==> config.mk <==
export PLATFORM = sky130hd
export DESIGN_NAME = tx_axis_frame_arbiter
export DESIGN_NICKNAME = d
export VERILOG_FILES = /design/src/rtl/mac_params.sv /design/src/rtl/axis_skid_buffer.sv /design/src/rtl/tx_axis_frame_arbiter.sv
export SDC_FILE = /design/constraint.sdc
export NUM_CORES = 1
export LEC_CHECK = 0
export ABC_AREA = 1
export BUFFER_PORTS_ARGS = -buffer_cell sky130_fd_sc_hd__clkbuf_2
export CELL_PAD_IN_SITES_DETAIL_PLACEMENT = 1
export CELL_PAD_IN_SITES_GLOBAL_PLACEMENT = 1
export CORE_MARGIN = 2
export CORE_UTILIZATION = 35
export DETAILED_ROUTE_END_ITERATION = 16
export PLACE_DENSITY = 0.85
export SLEW_MARGIN = 30
export SYNTH_ARGS = -nofsm -noshare
export SYNTH_HDL_FRONTEND = slang
export SYNTH_HIERARCHICAL = 1
export SYNTH_SLANG_ARGS = --single-unit
==> constraint.sdc <==
create_clock -name i_tx_clk -period 2.8 [get_ports i_tx_clk]
set_clock_uncertainty 0.1 [all_clocks]
set_input_delay 0.14 -clock i_tx_clk [delete_from_list [all_inputs] [get_ports i_tx_clk]]
set_output_delay 0.14 -clock i_tx_clk [all_outputs]
set_load 0.02 [all_outputs]
==> src/rtl/mac_params.sv <==
// mac_params: parameters shared by the MAC TX/RX datapath.
//   N_SYMBOLS   : lanes per AXI-Stream beat
//   W_SYMBOL    : bits per lane
//   axis_beat_t : one AXI-Stream beat (data, keep, last), carried as a single
//                 packed word through register slices
//   arb_state_e : frame arbiter FSM states
package mac_params;

  localparam int N_SYMBOLS = 8;
  localparam int W_SYMBOL  = 8;
  localparam int W_DATA    = N_SYMBOLS * W_SYMBOL;

  typedef struct packed {
    logic [W_DATA-1:0]    data;
    logic [N_SYMBOLS-1:0] keep;
    logic                 last;
  } axis_beat_t;

  typedef enum logic {
    ARB_IDLE = 1'b0,
    ARB_BUSY = 1'b1
  } arb_state_e;

endpackage

==> src/rtl/axis_skid_buffer.sv <==
// axis_skid_buffer: two-entry (main + skid) register slice for a valid/ready
// stream of any packed beat type. Full throughput, registered out_valid and
// out_beat, and in_ready is a flop (skid entry empty) so there is no
// combinational path from out_ready back to in_ready.
// Ports:
//   clk, rst_n            : clock, asynchronous active-low reset
//   in_valid/in_ready     : upstream handshake, in_beat payload
//   out_valid/out_ready   : downstream handshake, out_beat payload
module axis_skid_buffer #(
  parameter type T = logic
) (
  input  logic clk,
  input  logic rst_n,
  input  logic in_valid,
  output logic in_ready,
  input  T     in_beat,
  output logic out_valid,
  input  logic out_ready,
  output T     out_beat
);

  logic main_valid_reg;
  logic skid_valid_reg;
  T     main_reg;
  T     skid_reg;

  logic in_fire;
  logic main_load;

  assign in_ready  = ~skid_valid_reg;
  assign in_fire   = in_valid & ~skid_valid_reg;
  // The main entry may take new data when it is empty or being drained.
  assign main_load = out_ready | ~main_valid_reg;

  always_ff @(posedge clk or negedge rst_n) begin
    if (!rst_n) begin
      main_valid_reg <= 1'b0;
      skid_valid_reg <= 1'b0;
      main_reg       <= '0;
      skid_reg       <= '0;
    end else if (main_load) begin
      // The skid entry is older than anything on the input, so it drains
      // first; while it is full in_ready is low and no new beat arrives.
      main_valid_reg <= skid_valid_reg | in_fire;
      if (skid_valid_reg) begin
        main_reg <= skid_reg;
      end else if (in_fire) begin
        main_reg <= in_beat;
      end
      skid_valid_reg <= 1'b0;
    end else if (in_fire) begin
      // Main is stalled: park the accepted beat in the skid entry.
      skid_valid_reg <= 1'b1;
      skid_reg       <= in_beat;
    end
  end

  assign out_valid = main_valid_reg;
  assign out_beat  = main_reg;

endmodule

==> src/rtl/tx_axis_frame_arbiter.sv <==
// tx_axis_frame_arbiter: shares the MAC TX AXI-Stream input between N_PORTS
// frame sources. Whole frames are granted round-robin among enabled,
// requesting ports; the output is registered through axis_skid_buffer.
// Ports:
//   i_tx_clk, i_tx_reset_n : TX clock, asynchronous active-low reset
//   i_port_en              : per-port enable, looked at only when arbitrating
//   s_axis_*               : per-port AXI-Stream slaves (tready one-hot or 0)
//   m_axis_*               : AXI-Stream master towards the MAC
//   o_grant                : one-hot current owner, zero when idle
//   o_busy                 : a frame is currently granted
//   o_frame_cnt            : per-port count of forwarded frames (wraps)
module tx_axis_frame_arbiter
  import mac_params::*;
#(
  parameter int N_PORTS = 4,
  parameter int W_FCNT  = 16
) (
  input  logic                                     i_tx_clk,
  input  logic                                     i_tx_reset_n,
  input  logic [N_PORTS-1:0]                       i_port_en,
  input  logic [N_PORTS-1:0]                       s_axis_tvalid,
  input  logic [N_PORTS-1:0][N_SYMBOLS*W_SYMBOL-1:0] s_axis_tdata,
  input  logic [N_PORTS-1:0][N_SYMBOLS-1:0]        s_axis_tkeep,
  input  logic [N_PORTS-1:0]                       s_axis_tlast,
  output logic [N_PORTS-1:0]                       s_axis_tready,
  output logic                                     m_axis_tvalid,
  output logic [N_SYMBOLS*W_SYMBOL-1:0]            m_axis_tdata,
  output logic [N_SYMBOLS-1:0]                     m_axis_tkeep,
  output logic                                     m_axis_tlast,
  input  logic                                     m_axis_tready,
  output logic [N_PORTS-1:0]                       o_grant,
  output logic                                     o_busy,
  output logic [N_PORTS-1:0][W_FCNT-1:0]           o_frame_cnt
);

  localparam int W_IDX = $clog2(N_PORTS);

  arb_state_e         state_reg, state_next;
  logic [W_IDX-1:0]   idx_reg, idx_next;
  logic [W_IDX-1:0]   ptr_reg, ptr_next;
  logic [N_PORTS-1:0] grant_reg, grant_next;

  logic [N_PORTS-1:0] eligible;
  logic [N_PORTS-1:0] arb_mask;
  logic [N_PORTS-1:0] arb_req;
  logic [W_IDX-1:0]   arb_ptr;
  logic [W_IDX-1:0]   arb_win;
  logic               arb_found;

  logic               skid_in_valid;
  logic               skid_in_ready;
  axis_beat_t         skid_in_beat;
  axis_beat_t         skid_out_beat;
  logic               beat_fire;
  logic               frame_end;

  assign eligible = s_axis_tvalid & i_port_en;

  // Single arbiter shared by IDLE and frame end. At frame end the search
  // starts after the owner, and the owner is masked out: its tvalid in that
  // cycle belongs to the tlast beat being consumed, not to a new frame.
  always_comb begin
    arb_ptr  = ptr_reg;
    arb_mask = '1;
    if (state_reg == ARB_BUSY) begin
      arb_ptr  = (int'(idx_reg) == N_PORTS - 1) ? '0 : idx_reg + 1'b1;
      arb_mask = ~grant_reg;
    end
  end

  assign arb_req = eligible & arb_mask;

  always_comb begin : p_rr_search
    int               j;
    logic [W_IDX-1:0] cand;
    arb_found = 1'b0;
    arb_win   = '0;
    j         = 0;
    cand      = '0;
    for (int k = 0; k < N_PORTS; k++) begin
      j = int'(arb_ptr) + k;
      if (j >= N_PORTS) j = j - N_PORTS;
      cand = W_IDX'(j);
      if (!arb_found && arb_req[cand]) begin
        arb_found = 1'b1;
        arb_win   = cand;
      end
    end
  end

  // Datapath: only the owner's stream reaches the skid stage.
  assign skid_in_valid     = (state_reg == ARB_BUSY) & s_axis_tvalid[idx_reg];
  assign skid_in_beat.data = s_axis_tdata[idx_reg];
  assign skid_in_beat.keep = s_axis_tkeep[idx_reg];
  assign skid_in_beat.last = s_axis_tlast[idx_reg];
  assign beat_fire         = skid_in_valid & skid_in_ready;
  assign frame_end         = beat_fire & s_axis_tlast[idx_reg];

  // tready is decoded from flops only (state, grant, skid-empty flag).
  assign s_axis_tready = (state_reg == ARB_BUSY && skid_in_ready) ? grant_reg : '0;

  always_comb begin
    state_next = state_reg;
    idx_next   = idx_reg;
    ptr_next   = ptr_reg;
    grant_next = grant_reg;
    case (state_reg)
      ARB_IDLE: begin
        if (arb_found) begin
          state_next = ARB_BUSY;
          idx_next   = arb_win;
          grant_next = N_PORTS'(1) << arb_win;
        end
      end
      ARB_BUSY: begin
        if (frame_end) begin
          ptr_next = arb_ptr;
          if (arb_found) begin
            idx_next   = arb_win;
            grant_next = N_PORTS'(1) << arb_win;
          end else begin
            state_next = ARB_IDLE;
            grant_next = '0;
          end
        end
      end
      default: begin
        state_next = ARB_IDLE;
        grant_next = '0;
      end
    endcase
  end

  always_ff @(posedge i_tx_clk or negedge i_tx_reset_n) begin
    if (!i_tx_reset_n) begin
      state_reg <= ARB_IDLE;
      idx_reg   <= '0;
      ptr_reg   <= '0;
      grant_reg <= '0;
    end else begin
      state_reg <= state_next;
      idx_reg   <= idx_next;
      ptr_reg   <= ptr_next;
      grant_reg <= grant_next;
    end
  end

  for (genvar gi = 0; gi < N_PORTS; gi++) begin : g_cnt
    logic [W_FCNT-1:0] cnt_reg;
    always_ff @(posedge i_tx_clk or negedge i_tx_reset_n) begin
      if (!i_tx_reset_n) begin
        cnt_reg <= '0;
      end else if (frame_end && idx_reg == W_IDX'(gi)) begin
        cnt_reg <= cnt_reg + 1'b1;
      end
    end
    assign o_frame_cnt[gi] = cnt_reg;
  end

  axis_skid_buffer #(
    .T (axis_beat_t)
  ) u_skid (
    .clk       (i_tx_clk),
    .rst_n     (i_tx_reset_n),
    .in_valid  (skid_in_valid),
    .in_ready  (skid_in_ready),
    .in_beat   (skid_in_beat),
    .out_valid (m_axis_tvalid),
    .out_ready (m_axis_tready),
    .out_beat  (skid_out_beat)
  );

  assign m_axis_tdata = skid_out_beat.data;
  assign m_axis_tkeep = skid_out_beat.keep;
  assign m_axis_tlast = skid_out_beat.last;
  assign o_grant      = grant_reg;
  assign o_busy       = (state_reg == ARB_BUSY);

endmodule

==> tab_implementation.tex <==
\begin{tabular}{lr}
\hline
Metric & Value \\
\hline
\multicolumn{2}{l}{\textbf{Status}} \\
Outcome & complete, no violations \\
\multicolumn{2}{l}{\textbf{Logic synthesis}} \\
Net count after synthesis & roughly 2100 \\
Top cells by area in the synthesized netlist & sky130\_fd\_sc\_hd\_\_dfrtp\_1, sky130\_fd\_sc\_hd\_\_nand2\_1, sky130\_fd\_sc\_hd\_\_o21ai\_0, sky130\_fd\_sc\_hd\_\_nor2\_1, sky130\_fd\_sc\_hd\_\_nand3\_1 \\
Synth Register Bits & 221 \\
Multiplexer share of the synthesized area & 0\% \\
Number of enable flip-flop cells after synthesis & 0 \\
Most instantiated flip-flop cell in the synthesis netlist & sky130\_fd\_sc\_hd\_\_dfrtp\_1 \\
Synthesized-area fraction occupied by adder cells & less than 1\% \\
Fraction of synthesized cell area taken by the top area cell type & between 40\% and 50\% \\
Area fraction in and, or, nand and nor cells after synthesis & 35.89\% \\
Async S/R FF share, synth & 100.0\% \\
Combined area of all synthesized cells & roughly 13000 sq um \\
Count of unique library cells instantiated by Yosys & 35 \\
Compound-cell area share of the yosys netlist & between 10\% and 20\% \\
Most area-hungry cell type in the Yosys netlist & sky130\_fd\_sc\_hd\_\_dfrtp\_1 \\
Fraction of the yosys area taken by sequential cells & a little over two fifths \\
Area share of xor/xnor cells in the synthesized design & 3.974\% \\
Synth Instances & about 1800 \\
Number of warnings reported in the yosys synthesis log & 6 \\
Largest family of logic cells by synthesized area & simple AND/OR/NAND/NOR gates \\
Mean post-synth cell area & roughly 7 sq um \\
\multicolumn{2}{l}{\textbf{Timing}} \\
Final setup margin & approximately 0.086 ns \\
Time the worst path needs with I/O delays and setup & between 2 and 3 ns \\
Final setup vio count & 0 \\
Max Slew Vio Count & 0 \\
Final hold viol count & 0 \\
Share of the clock period used by the worst path & 96.92\% \\
Timing-limited maximum frequency & roughly 370 MHz \\
Setup tns final & 0 ns \\
Worst-margin pin slew & a little over 0.8 ns \\
Setup repair after global routing missed its margin & no \\
Slew HR & about 46\% \\
\multicolumn{2}{l}{\textbf{Worst setup path}} \\
Critical path start-end classification & reg2reg \\
Required time at the endpoint of the critical path & between 3 and 4 ns \\
Worst-path maximum fanout & 144 \\
CP arrival & around 3.1 ns \\
Kind of capture point of the worst setup path & flop \\
CP Launch Type & flop \\
\multicolumn{2}{l}{\textbf{Power and ir drop}} \\
Power density over the cells & about 1200 nW/um\^{}2 \\
Worst vdd rail ir drop & 0.8463 mV \\
LEAKAGE & a little over 9 nW \\
\multicolumn{2}{l}{\textbf{Global route}} \\
Met2 usage in global routing & between 40\% and 50\% \\
Total congestion overflow & 0 \\
Met3 track utilization from global routing & 4.629\% \\
First-pass GRT wire length & 87.40 mm \\
Largest net degree at the start of global routing & 145 \\
All-Layer GR Usage & between 20\% and 30\% \\
Vias in the first global route & 15850 \\
Initial antenna violation count & 9 \\
Fraction of met1 tracks used by global routing & between 30\% and 40\% \\
Grt peak-use layer & met2 \\
\multicolumn{2}{l}{\textbf{Floorplanning}} \\
Die Ht & approximately 200 um \\
Row count & 69 \\
Placeable Area & 35740 sq um \\
Die outline width & around 200 um \\
Die Outline Area & around 38000 sq um \\
Starting density of the core & between 30\% and 40\% \\
Top-Level Pins & between 400 and 500 \\
\multicolumn{2}{l}{\textbf{Route}} \\
Violation count after the first detailed-routing iteration & 737 \\
Total Wirelength & between 50 and 60 mm \\
Number of routed nets with antenna violations & 0 \\
Vias per Instance & between 5 and 6 \\
Number of design rule violations left after detail routing & 0 \\
Detailed Routing Iterations Pass 1 & 5 \\
Wire per inst & 19.70 um \\
Vias & $\sim$15000 \\
\multicolumn{2}{l}{\textbf{Clocking}} \\
Clk slew on worst S/H paths & around 0.06 ns \\
Master cell of the clock root buffer & sky130\_fd\_sc\_hd\_\_clkbuf\_16 \\
TritonCTS clock tree & done \\
Maximum clock path buffer count & 3 \\
Worst-skew pair later-pin latency & $\sim$0.57 ns \\
Clock sink total & 221 \\
Level count of the clock H-tree & 1 \\
Number of clock buffers inserted by TritonCTS & 27 \\
\multicolumn{2}{l}{\textbf{Place}} \\
Post-placement worst setup slack & 0.3006 ns \\
Port buffer count & between 400 and 500 \\
Dpl hpwl & approximately 38 mm \\
Gpl congestion & between 0.9 and 1 \\
\multicolumn{2}{l}{\textbf{Finish}} \\
Layout filler cell count & between 4000 and 5000 \\
Nets & $\sim$2600 \\
Layout cell share with drive strength beyond 1 & a little under a quarter \\
Layout overhead on the synthesized area & 37.01\% \\
\multicolumn{2}{l}{\textbf{Run}} \\
Max capacitance violation total & 0 \\
\multicolumn{2}{l}{\textbf{Min path}} \\
HP Class & in2reg \\
\hline
\end{tabular}
## cells by family after synthesis
group / Yosys count
AND/OR/NAND/NOR: 1130
AO/OA/AOI/OAI: 251
flip-flops: 221
buffers and inverters: 158
XOR/XNOR: 58
adder cells (fa/ha/maj): 8
## layout make-up
class	count	area, sq um	share of cell area, %
Multi-Input combinational cell	1447	6581	37.58
Sequential cell	221	5537	31.61
Timing Repair Buffer	581	3659	20.89
Clock buffer	36	789.5	4.508
Tap cell	461	576.8	3.294
Inverter	51	202.7	1.157
Clock inverter	14	145.1	0.8288
Antenna cell	9	22.52	0.1286
## where the power goes
part	leakage, nW	total [W]	internal, W	switching, W
sequential	2.78	0.00548	0.00450	0.000979
combinational	6.07	0.0114	0.00361	0.00783
clock	0.470	0.00366	0.00217	0.00149
## critical path: stages, from the launching register on
cell                            delay, ns
sky130_fd_sc_hd__dfrtp_4             0.56
sky130_fd_sc_hd__inv_4               0.14
sky130_fd_sc_hd__buf_16              0.37
sky130_fd_sc_hd__o21ai_0             0.19
sky130_fd_sc_hd__o22ai_1             0.30
sky130_fd_sc_hd__dlygate4sd3_1       0.63
sky130_fd_sc_hd__nand3_1             0.08
sky130_fd_sc_hd__nand2_1             0.10
## timing repair
item / CTS / global route
setup buffers: 0 / 0
endpoints found under the setup margin: 0 / 7
resized for setup: 0 / 3
hold endpoints to repair: 155 / 0
hold buffers: 111 / 0
## final timing paths
path / startpoint / end / slack, ns / cells after the start
max: idx_reg[0] / u_skid/skid_reg[27] / 0.09 / 7
min: s_axis_tdata[33] / u_skid/skid_reg[42] / 0.01 / 5
max reg2reg: idx_reg[0] / u_skid/skid_reg[27] / 0.09 / 7
min reg2reg: u_skid/skid_reg[38] / u_skid/skid_reg[38] / 0.37 / 2
max in group asynchronous: i_tx_reset_n / g_cnt[1].cnt_reg[9] / 1.72 / 3
min in group asynchronous: i_tx_reset_n / u_skid/out_beat[54] / 0.07 / 2
## Yosys cell counts, types with 19 or more instances
cell type                  number
sky130_fd_sc_hd__nor2_1       195
sky130_fd_sc_hd__dfrtp_1      221
sky130_fd_sc_hd__o21ai_0      168
sky130_fd_sc_hd__xor2_1        27
sky130_fd_sc_hd__o22ai_1       72
sky130_fd_sc_hd__nand4_1       19
sky130_fd_sc_hd__buf_2         51
sky130_fd_sc_hd__nand3_1      111
sky130_fd_sc_hd__xnor2_1       31
sky130_fd_sc_hd__nand2_1      761
sky130_fd_sc_hd__inv_1         44
sky130_fd_sc_hd__clkbuf_1      46
## stage by stage
step           cells  cell area (sq um)  power [W]  utilization (%)  hold WS (ns)
2_1_floorplan   1826              12780    0.01237                -       -0.2556
3_3_place_gp    2650              15430    0.01566            43.17        0.1158
3_5_place_dp    2650              15430    0.01610            43.17        0.1178
4_1_cts         2811              17480    0.02050            48.90     0.0002642
5_1_grt         2818              17510    0.02213            48.98       0.01459
6_report        2820              17510    0.02059            49.00       0.01445
## cell usage in the layout, fill, tap and decap left out, types with 7 or more instances in the layout
cell type                       netlist  final
sky130_fd_sc_hd__clkbuf_16            0     27
sky130_fd_sc_hd__nor3_1              13     13
sky130_fd_sc_hd__buf_12               0      9
sky130_fd_sc_hd__diode_2              0      9
sky130_fd_sc_hd__buf_4                9     11
sky130_fd_sc_hd__dfrtp_1            221    218
sky130_fd_sc_hd__o21ai_0            168    167
sky130_fd_sc_hd__o22ai_1             72     71
sky130_fd_sc_hd__inv_1               44     42
sky130_fd_sc_hd__dlygate4sd3_1        0    111
sky130_fd_sc_hd__clkinv_2             1      9
sky130_fd_sc_hd__nand2_1            761    759
sky130_fd_sc_hd__ha_1                 8      8
sky130_fd_sc_hd__clkbuf_2             0    448
sky130_fd_sc_hd__nand2_2              6      7
sky130_fd_sc_hd__nor2_1             195    194
sky130_fd_sc_hd__xor2_1              27     27
sky130_fd_sc_hd__clkbuf_8             0      8
sky130_fd_sc_hd__nand4_1             19     19
sky130_fd_sc_hd__nand3_1            111    111
sky130_fd_sc_hd__xnor2_1             31     31
sky130_fd_sc_hd__nand2_4              6      7
## layer usage
| metal | part of all wire, % | wire length (um) |
|---|---|---|
| met5 | 0 | 0 |
| met4 | 4.9 | 2733 |
| met3 | 6.0 | 3351 |
| met2 | 49 | 26960 |
| met1 | 40 | 22490 |
Note: power is estimated with default switching activity, not from simulation.
